## src/rtl/nibble_serial_addsub_ctrl_pkg.sv

```systemverilog
// Shared types for the nibble-serial add/sub sequencer.
// FSM encoding and the datapath slice width.
package nibble_serial_addsub_ctrl_pkg;

  typedef enum logic [1:0] {
    IDLE = 2'd0,
    RUN  = 2'd1,
    DONE = 2'd2
  } state_e;

  localparam int NIBBLE_W = 4;

endpackage

```

## src/rtl/nibble_serial_addsub_ctrl_rca4.sv

```systemverilog
// 4-bit ripple-carry adder: the single shared datapath slice.
// Purely combinational; carry ripples bit 0 to bit 3.
module nibble_serial_addsub_ctrl_rca4
  import nibble_serial_addsub_ctrl_pkg::*;
(
  input  logic [NIBBLE_W-1:0] i_a,
  input  logic [NIBBLE_W-1:0] i_b,
  input  logic                i_cin,
  output logic [NIBBLE_W-1:0] o_sum,
  output logic                o_cout
);

  logic w_c;

  always_comb begin
    o_sum = '0;
    w_c   = i_cin;
    for (int k = 0; k < NIBBLE_W; k++) begin
      o_sum[k] = i_a[k] ^ i_b[k] ^ w_c;
      w_c      = (i_a[k] & i_b[k]) |
                 (w_c & (i_a[k] ^ i_b[k]));
    end
    o_cout = w_c;
  end

endmodule

```

## src/rtl/nibble_serial_addsub_ctrl.sv

```systemverilog
// Sequencer sharing one 4-bit adder for W-bit add/sub,
// one nibble per cycle, LSB first, carry kept in a register.
module nibble_serial_addsub_ctrl
  import nibble_serial_addsub_ctrl_pkg::*;
#(
  parameter int NIBBLES = 4
) (
  input  logic                    i_clk,
  input  logic                    i_rst,
  input  logic                    i_start,
  input  logic                    i_sub,
  input  logic [4*NIBBLES-1:0]    i_a,
  input  logic [4*NIBBLES-1:0]    i_b,
  output logic                    o_busy,
  output logic                    o_done,
  output logic [4*NIBBLES-1:0]    o_result,
  output logic                    o_carry_out,
  output logic                    o_overflow
);

  localparam int W  = NIBBLE_W * NIBBLES;
  localparam int IW = (NIBBLES > 1) ? $clog2(NIBBLES) : 1;

  state_e r_state;
  state_e w_next;

  logic [W-1:0]        r_a;
  logic [W-1:0]        r_b;
  logic [W-1:0]        r_result;
  logic [IW-1:0]       r_idx;
  logic                r_carry;
  logic                r_cout;
  logic                r_ovf;

  logic                w_accept;
  logic                w_last;
  logic [NIBBLE_W-1:0] w_a_nib;
  logic [NIBBLE_W-1:0] w_b_nib;
  logic [NIBBLE_W-1:0] w_sum;
  logic                w_cout;

  assign w_a_nib = r_a[r_idx*NIBBLE_W +: NIBBLE_W];
  assign w_b_nib = r_b[r_idx*NIBBLE_W +: NIBBLE_W];

  nibble_serial_addsub_ctrl_rca4 u_rca4 (
    .i_a    (w_a_nib),
    .i_b    (w_b_nib),
    .i_cin  (r_carry),
    .o_sum  (w_sum),
    .o_cout (w_cout)
  );

  always_ff @(posedge i_clk) begin
    if (i_rst) r_state <= IDLE;
    else       r_state <= w_next;
  end

  always_comb begin
    w_accept = i_start && (r_state != RUN);
    w_last   = (r_idx == IW'(NIBBLES - 1));
    w_next   = r_state;
    unique case (r_state)
      IDLE:    if (w_accept) w_next = RUN;
      RUN:     if (w_last) w_next = DONE;
      DONE:    w_next = w_accept ? RUN : IDLE;
      default: w_next = IDLE;
    endcase
  end

  // B is stored pre-inverted for subtract; carry-in of 1 completes -B.
  always_ff @(posedge i_clk) begin
    if (i_rst) begin
      r_a      <= '0;
      r_b      <= '0;
      r_result <= '0;
      r_idx    <= '0;
      r_carry  <= 1'b0;
      r_cout   <= 1'b0;
      r_ovf    <= 1'b0;
    end else if (w_accept) begin
      r_a      <= i_a;
      r_b      <= i_b ^ {W{i_sub}};
      r_carry  <= i_sub;
      r_idx    <= '0;
      r_result <= '0;
    end else if (r_state == RUN) begin
      r_result[r_idx*NIBBLE_W +: NIBBLE_W] <= w_sum;
      r_carry <= w_cout;
      r_idx   <= r_idx + 1'b1;
      if (w_last) begin
        r_cout <= w_cout;
        r_ovf  <= (r_a[W-1] == r_b[W-1]) &&
                  (w_sum[NIBBLE_W-1] != r_a[W-1]);
      end
    end
  end

  assign o_busy      = (r_state == RUN);
  assign o_done      = (r_state == DONE);
  assign o_result    = r_result;
  assign o_carry_out = r_cout;
  assign o_overflow  = r_ovf;

endmodule

```

## config.mk

```make
export PLATFORM = sky130hd
export DESIGN_NAME = nibble_serial_addsub_ctrl
export DESIGN_NICKNAME = d
export VERILOG_FILES = /design/src/rtl/nibble_serial_addsub_ctrl_pkg.sv /design/src/rtl/nibble_serial_addsub_ctrl_rca4.sv /design/src/rtl/nibble_serial_addsub_ctrl.sv
export SDC_FILE = /design/constraint.sdc
export NUM_CORES = 1
export LEC_CHECK = 0
export BUFFER_PORTS_ARGS = -buffer_cell sky130_fd_sc_hd__buf_2
export CAP_MARGIN = 30
export CORE_ASPECT_RATIO = 0.8
export CORE_UTILIZATION = 52
export CTS_CLUSTER_SIZE = 8
export DETAILED_ROUTE_END_ITERATION = 8
export PLACE_DENSITY_LB_ADDON = 0.3
export SLEW_MARGIN = 40
export SYNTH_ARGS = -nofsm -noshare
export SYNTH_HDL_FRONTEND = slang
export SYNTH_SLANG_ARGS = --single-unit
export TNS_END_PERCENT = 1
```

## constraint.sdc

```tcl
create_clock -name i_clk -period 3.8 [get_ports i_clk]
set_clock_uncertainty 0.05 [all_clocks]
set_input_delay 0.76 -clock i_clk [delete_from_list [all_inputs] [get_ports i_clk]]
set_output_delay 0.76 -clock i_clk [all_outputs]
set_load 0.01 [all_outputs]
```

**After elaboration in Yosys (flattened, before gate mapping)**

Cells that the tools add are included.
W data, S select, Z words.

- Bits in registers: 55
- Input bits: 36
- Output and inout bits: 20
- Logic and storage cells: 58

- Add/sub/neg operators: 2
- Equal/unequal tests: 8
- Shift operators: 4
- Multiplexer cells: 7
- Bitwise operators: 22
- Reduce and logical (&&, ||, !) cells: 7

Operators by type and width:

| cell | number |
|---|---|
| $neg A4 Y34 | 1 |
| $shift A4 B34 Y16 const A | 1 |
| $shiftx A4 B34 Y16 | 1 |
| $shiftx A16 B5 Y4 | 2 |
| $bwmux W16 | 1 |
| $xor A16 B16 Y16 | 1 |
| $and A1 B1 Y1 | 8 |
| $xor A1 B1 Y1 | 8 |
| $pmux W2 S3 | 1 |
| $eq A2 B2 Y1 const B | 2 |
| $mux W2 | 2 |
| $ne A2 B1 Y1 const B | 2 |
| $or A1 B1 Y1 | 4 |
| $mux W1 | 3 |
| $reduce_and A3 Y1 | 1 |
| $add A2 B1 Y2 const B | 1 |
| $eq A2 B1 Y1 const B | 1 |
| $logic_and A1 B1 Y1 | 2 |
| $logic_not A2 Y1 | 1 |
| $ne A2 B2 Y1 const B | 1 |
| $reduce_and A2 Y1 | 1 |
| $reduce_bool A2 Y1 | 1 |
| $reduce_or A2 Y1 | 1 |
| $eq A1 B1 Y1 | 1 |
| other kinds (2) | 2 |

**Depth between registers and ports, before layout**

Gate-level depths: netlist (run 1).

- Depth after elaboration: 12
- Mapped depth: 11
- Mapped depth without buffers: 9

**By module**

A second synthesis (run 1) with hierarchy kept.

- Cell total of the unflattened synthesis: 290
- Area total of the unflattened synthesis: 2761.4 um^2

Modules (own cells, without submodules):

| module | instances | cells each | area an instance (um^2) | sequential area each (um^2) |
|---|---|---|---|---|
| nibble_serial_addsub_ctrl | 1 | 276 | 2643.8 | 1101.1 |
| nibble_serial_addsub_ctrl_rca4 | 1 | 14 | 117.6 | 0.0 |

**Worst setup path after synthesis (run 1)**

OpenSTA, ideal clock, no wires.

- Kind: flip-flop to flip-flop
- From: register r_idx[0]
- To: register r_ovf (netlist: o_overflow)
- Arrival: 2.891 ns
- Data required time: 3.664 ns
- Path slack: 0.774 ns
- Cell stages (with the launch flop): 12
- Buffers on the path: 2
- Cell sequence: dfxtp_1 buf_6 clkbuf_1 mux4_2 inv_1 fa_1 fa_1 inv_1 fa_1 fa_1 nand3b_1 a211oi_1

- Cells in the longest elaborated chain, start to end: 11

RTL lines:

| what | RTL line | text |
|---|---|---|
| start: declaration | nibble_serial_addsub_ctrl.sv:30 | `logic [IW-1:0] r_idx;` |
| start signal: assignment | nibble_serial_addsub_ctrl.sv:89 | `r_idx <= r_idx + 1'b1;` |
| $shiftx A16 B5 Y4 (on tied branches) | nibble_serial_addsub_ctrl.sv:42, nibble_serial_addsub_ctrl.sv:43 |  |
| $xor A1 B1 Y1 | nibble_serial_addsub_ctrl_rca4.sv:21 | `(w_c & (i_a[k] ^ i_b[k]));` |
| $and A1 B1 Y1 | nibble_serial_addsub_ctrl_rca4.sv:21 |  |
| $or A1 B1 Y1 | nibble_serial_addsub_ctrl_rca4.sv:20 | `w_c = (i_a[k] & i_b[k]) \|` |
| $and A1 B1 Y1 | nibble_serial_addsub_ctrl_rca4.sv:21 |  |
| $or A1 B1 Y1 | nibble_serial_addsub_ctrl_rca4.sv:20 |  |
| $and A1 B1 Y1 | nibble_serial_addsub_ctrl_rca4.sv:21 |  |
| $or A1 B1 Y1 | nibble_serial_addsub_ctrl_rca4.sv:20 |  |
| $xor A1 B1 Y1 | nibble_serial_addsub_ctrl_rca4.sv:19 | `o_sum[k] = i_a[k] ^ i_b[k] ^ w_c;` |
| $ne A1 B1 Y1 | nibble_serial_addsub_ctrl.sv:93 | `(w_sum[NIBBLE_W-1] != r_a[W-1]);` |
| $logic_and A1 B1 Y1 | nibble_serial_addsub_ctrl.sv:92 | `r_ovf <= (r_a[W-1] == r_b[W-1]) &&` |
| end signal: assignment | nibble_serial_addsub_ctrl.sv:92 |  |
| end: declaration | nibble_serial_addsub_ctrl.sv:33 | `logic r_ovf;` |

Parallel ways exist; a longest one is shown, timed or not.
A chain may end at the register's enable or synchronous reset.

**Worst setup path in the final report (run 1)**

Ends and elaborated chain as after synthesis.

==> flow_summary.ini, run 1 <==
[critical_path]
crit_family = adder cells
max_stage_delay_ns = 0.64
reg2reg_slack_ns = 0.64
reg2reg_depth = 9
cp_max_fo = 9
cp.arrival_ns = 3.33
crit_type = register to register
cp_num_buf_inv = 2
cp-end-kind = register
crit_top_cell = fa_1
startpoint = r_idx[0]
r2r_end = o_overflow
path_cells = mux4_1 > inv_1 > fa_1 > fa_1 > inv_1 > fa_1 > fa_1 > a21oi_1 > a211oi_1
cp-endpoint = o_overflow
worst-path-stages = 9
start_kind = register
crit_slowest_cell = fa_1
rr_startpoint = r_idx[0]
critPathRequiredTime_ns = 3.97

[clock_tree]
cts_setup_buffers = 0
cts_tree = yes
clock_latency_ns = 0.30
path_clk_slew_ns = 0.10
cts_root_buffer = clkbuf_8
clock_path_buffers = 2
cts_sinks = 55
cts_resized = 0
htree_levels = 2
cts-buffers-inserted = 5
hold_buffers = 0

[power]
power.share.sequential_pct = 53.7
p_switching_uw = 312
pwr-share-clk_pct = 29.6
p_int_uw = 857
p_total_uw = 1170
pwr-share-comb_pct = 16.7
vdd_drop_max_mv = 0.245
total_leakage_power_uw = 0.00117
switching_share_pct = 26.7
power_density_nw_per_um2 = 384

[timing]
hold_violations = 0
rsz0062_at_grt = no
min_period_over_period_pct = 83.2
timing.hold.ws_ns = 0.402
fmax_ghz = 0.316
setup_tns_ns = 0
relSlewSlack_pct = 55.0
setup_viol = 0
worstMarginPinSlew_ns = 0.675
drv_slew = 0
fin_ws_ns = 0.638
period_needed_ns = 3.16

[hold_path]
hp-class = register to register

[finish]
final_nets = 375
drive_above_1_share_pct = 23.0
final_util_pct = 63.8
area_delta_synth_final_pct = 13.6
diodes = 0

[global_routing]
grt_max_degree = 39
grt_util_all_layers_pct = 23.1
met3_usage_pct = 4.41
overflow = 0
use_met2_pct = 34.1
grt_util_met1_pct = 34.0
grt_pass1_wl_um = 9470
grt.busiest_layer = met2
antenna_found_initial = 0
grt_pass1_vias = 2031

[run_status]
status = complete, no violations

[synth]
synthTopCellsByArea = dfxtp_1 (41%), a21oi_1 (9.5%), xnor2_1 (5.2%), a211oi_1 (5.0%), mux4_1 (3.9%)
synth-seq-area-share_pct = 41.1
synth-main-ff-cell = dfxtp_1
synth-async-reset-ratio_pct = 0
synthCells = 287
ys_seq_elements = 55
synth_top_area_share_pct = 41.1
syn_nets = 333
synth_area_leader_cell = dfxtp_1
ys_types = 37
synth_commonest_cells = dfxtp_1 (55), a21oi_1 (51), nand2_1 (21), a211oi_1 (18), nand3_1 (17)
synth_edf_count = 0
syn_avg_cell_area_um2 = 9.33
yosysMostFrequentCell = dfxtp_1
netlist_area_um2 = 2680
ys_warn_count = 0

[detailed_routing]
drc = 0
initialDrtViolationCount = 164
vias = 2230
drtPass1Iterations = 4
postRouteWirelength_um = 5560
wire_per_inst_um = 14.2
drt.antenna.violating_nets = 0
drt-vias-per-instance = 5.72

[die]
start_util_pct = 56.2
design.core.area_um2 = 4760
io_pins = 56
die_area_um2 = 5440
die_w_um = 82.2
dieHeight_um = 66.2
rows = 22

[flow_run]
drv_cap = 0

[placed_design]
globalplace.congestion = 0.790
place_ws_ns = 0.657
port-buffer-count = 55
dp_hpwl_um = 3800
[cell type report]
class                           instances  area (um^2)
Clock buffer                            8          100
Sequential cell                        55         1100
Tap cell                               60         75.1
Fill cell                             438         1720
Inverter                               10         37.5
Timing Repair Buffer                   59          305
Multi-Input combinational cell        198         1420
[per-stage QoR]
stage | cell area, um^2 | instances
floorplan | 2680 | 287
global placement | 2940 | 382
detailed placement | 2940 | 382
CTS | 3040 | 390
global route | 3040 | 390
finish | 3040 | 390
[cell usage in the layout (no fill, tap or decap), types with 2 or more instances in the layout]
cell | synthesis | routed
a21oi_2 | 2 | 2
o21ai_1 | 2 | 2
o21ai_0 | 14 | 14
clkbuf_8 | 0 | 7
nand3b_1 | 5 | 5
buf_2 | 12 | 55
inv_1 | 9 | 9
buf_4 | 1 | 4
or4_1 | 2 | 2
nor2b_1 | 2 | 2
xnor2_1 | 16 | 16
ha_1 | 6 | 6
nand4b_1 | 2 | 2
dfxtp_1 | 55 | 55
nor2_1 | 4 | 4
mux4_2 | 4 | 4
nand4_1 | 8 | 8
fa_1 | 4 | 4
nor3b_1 | 2 | 2
a21oi_1 | 51 | 51
or3b_1 | 3 | 3
nand3_1 | 17 | 17
or3_1 | 2 | 2
a211oi_1 | 18 | 18
nand2b_1 | 2 | 2
mux4_1 | 4 | 4
nand2_1 | 21 | 21
[worst reg2reg max path, delay by kind of cell (launching register included)]
kind | cells | cell delay (ns)
adder cells (fa/ha/maj) | 4 | 1.34
multiplexers | 1 | 0.62
flip-flops | 1 | 0.60
AO/OA/AOI/OAI | 2 | 0.33
buffers and inverters | 2 | 0.13
[cells by family after synthesis]
logic type      Yosys count  synth area share (%)
flops                    55                  41.1
mux                       9                  7.67
compound gates           89                  18.8
fa+ha+maj                10                  5.80
xor+xnor                 16                  5.24
simple gates             74                  15.6
buf+inv                  34                  5.75
[state kept, by name, summed over array words and instances (netlist names)]
| name | count |
|---|---|
| o_carry_out | 1 |
| o_overflow | 1 |
| o_result | 16 |
| r_a | 16 |
| r_b | 16 |
| r_carry | 1 |
| r_idx | 2 |
| r_state | 2 |
[per-layer routing]
metal  wire length, um  vias to the layer above
li1                  -                     1113
met1              2690                     1037
met2              2460                       75
met3               363                        5
met4                42                        0
met5                 0                        -
[power groups by stage]
stage               sequential (uW)  clock [uW]  combinational, uW
global route                    631         373                219
global placement                640           0                192
floorplan                       631           0                147
CTS                             627         348                195
finish                          628         346                195
detailed placement              640           0                195
[worst min-delay path by stage]
stage	from	endpoint	depth (start not counted)
5_1_grt	o_result[15]	o_result[15]	2
4_1_cts	o_result[9]	o_result[9]	2
3_5_place_dp	o_result[9]	o_result[9]	2
6_report	o_result[6]	o_result[6]	2
2_1_floorplan	r_a[4]	r_a[4]	2
3_3_place_gp	o_result[2]	o_result[2]	2
(Power assumes the default switching activity.)
==> inputs of run 2 (changes only) <==
==> constraint.sdc (replaced) <==
create_clock -name i_clk -period 3.2 [get_ports i_clk]
set_clock_uncertainty 0.05 [all_clocks]
set_input_delay 0.64 -clock i_clk [delete_from_list [all_inputs] [get_ports i_clk]]
set_output_delay 0.64 -clock i_clk [all_outputs]
set_load 0.01 [all_outputs]
==> flow_summary.ini, run 2 (same netlist as run 1, synthesis figures left out) <==
[run_status]
status = complete, no violations

[placed_design]
dp_hpwl_um = 4080
port-buffer-count = 55
post_dp_cell_area_um2 = 2960
placed_cells = 385
place_ws_ns = 0.303
globalplace.congestion = 0.836

[finish]
final_area_um2 = 3070
final_nets = 378
drive_above_1_share_pct = 24.0
diodes = 0
final_cells = 393
area_delta_synth_final_pct = 14.6
mostFrequentLayoutCells = buf_2 (55), dfxtp_1 (55), a21oi_1 (51)

[timing]
fmax_ghz = 0.345
relSlewSlack_pct = 57.5
min_period_over_period_pct = 90.7
drv_slew = 0
fin_ws_ns = 0.299
setup_tns_ns = 0
rsz0062_at_grt = no
worstMarginPinSlew_ns = 0.638
setup_viol = 0
period_needed_ns = 2.90
hold_violations = 0

[detailed_routing]
vias = 2237
drc = 0
postRouteWirelength_um = 5700
initialDrtViolationCount = 116
drt.antenna.violating_nets = 0
wire_per_inst_um = 14.5
drt-vias-per-instance = 5.69
drtPass1Iterations = 4

[critical_path]
cp.arrival_ns = 3.09
cp-end-kind = register
cp_max_fo = 6
crit_type = register to register
critPathRequiredTime_ns = 3.38
start_kind = register

[die]
dieHeight_um = 66.2
rows = 22
design.core.area_um2 = 4760
start_util_pct = 56.2
die_w_um = 82.2
die_area_um2 = 5440
io_pins = 56

[clock_tree]
cts_tree = yes
htree_levels = 2
path_clk_slew_ns = 0.10
cts_sinks = 55
clock_path_buffers = 2
cts_setup_buffers = 0
cts_root_buffer = clkbuf_8
cts_resized = 0
clock_latency_ns = 0.31
hold_buffers = 0
cts-buffers-inserted = 5

[global_routing]
overflow = 0
grt_pass1_vias = 1994
grt_util_all_layers_pct = 23.4
grt_pass1_wl_um = 9570
grt_max_degree = 39
antenna_found_initial = 0

[hold_path]
hp-class = register to register

[power]
power_density_nw_per_um2 = 455
total_leakage_power_uw = 0.00118
vdd_drop_max_mv = 0.288

[flow_run]
drv_cap = 0
==> run 2: cell types whose count changed in the layout (fill, tap and decap cells not counted) <==
cell	delta
buf_4	+3
clkbuf_1	-1
clkinvlp_4	+1
==> run 2: metal layers <==
metal	part of all wire, %	vias to the layer above	GRT usage [%]	wire length [um]
li1	-	1119	-	-
met1	48	1052	33.3	2750
met2	46	64	35.6	2650
met3	5.0	2	4.28	287
met4	0.32	0	7.68	18
met5	0	-	0	0
==> run 2: cell type report <==
class | count | area, um^2
clock buffers | 7 | 96.3
clock inverters | 1 | 7.51
fillers | 426 | 1700
inverters | 10 | 37.5
multi-input cells | 198 | 1420
flip-flops and latches | 55 | 1100
well taps | 60 | 75.1
repair buffers | 62 | 328
==> run 2: where the power goes <==
part,internal (uW),switching (uW)
registers,720,24.3
clock network,197,218
logic,102,134
==> run 2: critical path: stages, from the launching register on <==
cell and delay (ns):
dfxtp_1 0.40, mux4_1 0.57, inv_1 0.08, fa_1 0.18
fa_1 0.16, inv_1 0.05, fa_1 0.37, fa_1 0.57
nand3b_1 0.21, a211oi_1 0.19
==> run 2: final timing paths <==
kind / depth (start not counted) / slack [ns] / startpoint / to
max reg2reg: 9 / 0.30 / r_idx[0] / o_overflow
min reg2reg: 2 / 0.40 / o_result[0] / o_result[0]
max: 9 / 0.30 / r_idx[0] / o_overflow
min: 2 / 0.40 / o_result[0] / o_result[0]
==> run 2: through the flow <==
step | hold WS (ns) | util, % | total power (uW)
floorplan | 0.401 | - | 924
global placement | 0.385 | 62.2 | 989
detailed placement | 0.393 | 62.2 | 995
CTS | 0.406 | 64.4 | 1400
global route | 0.425 | 64.4 | 1460
finish | 0.400 | 64.4 | 1390
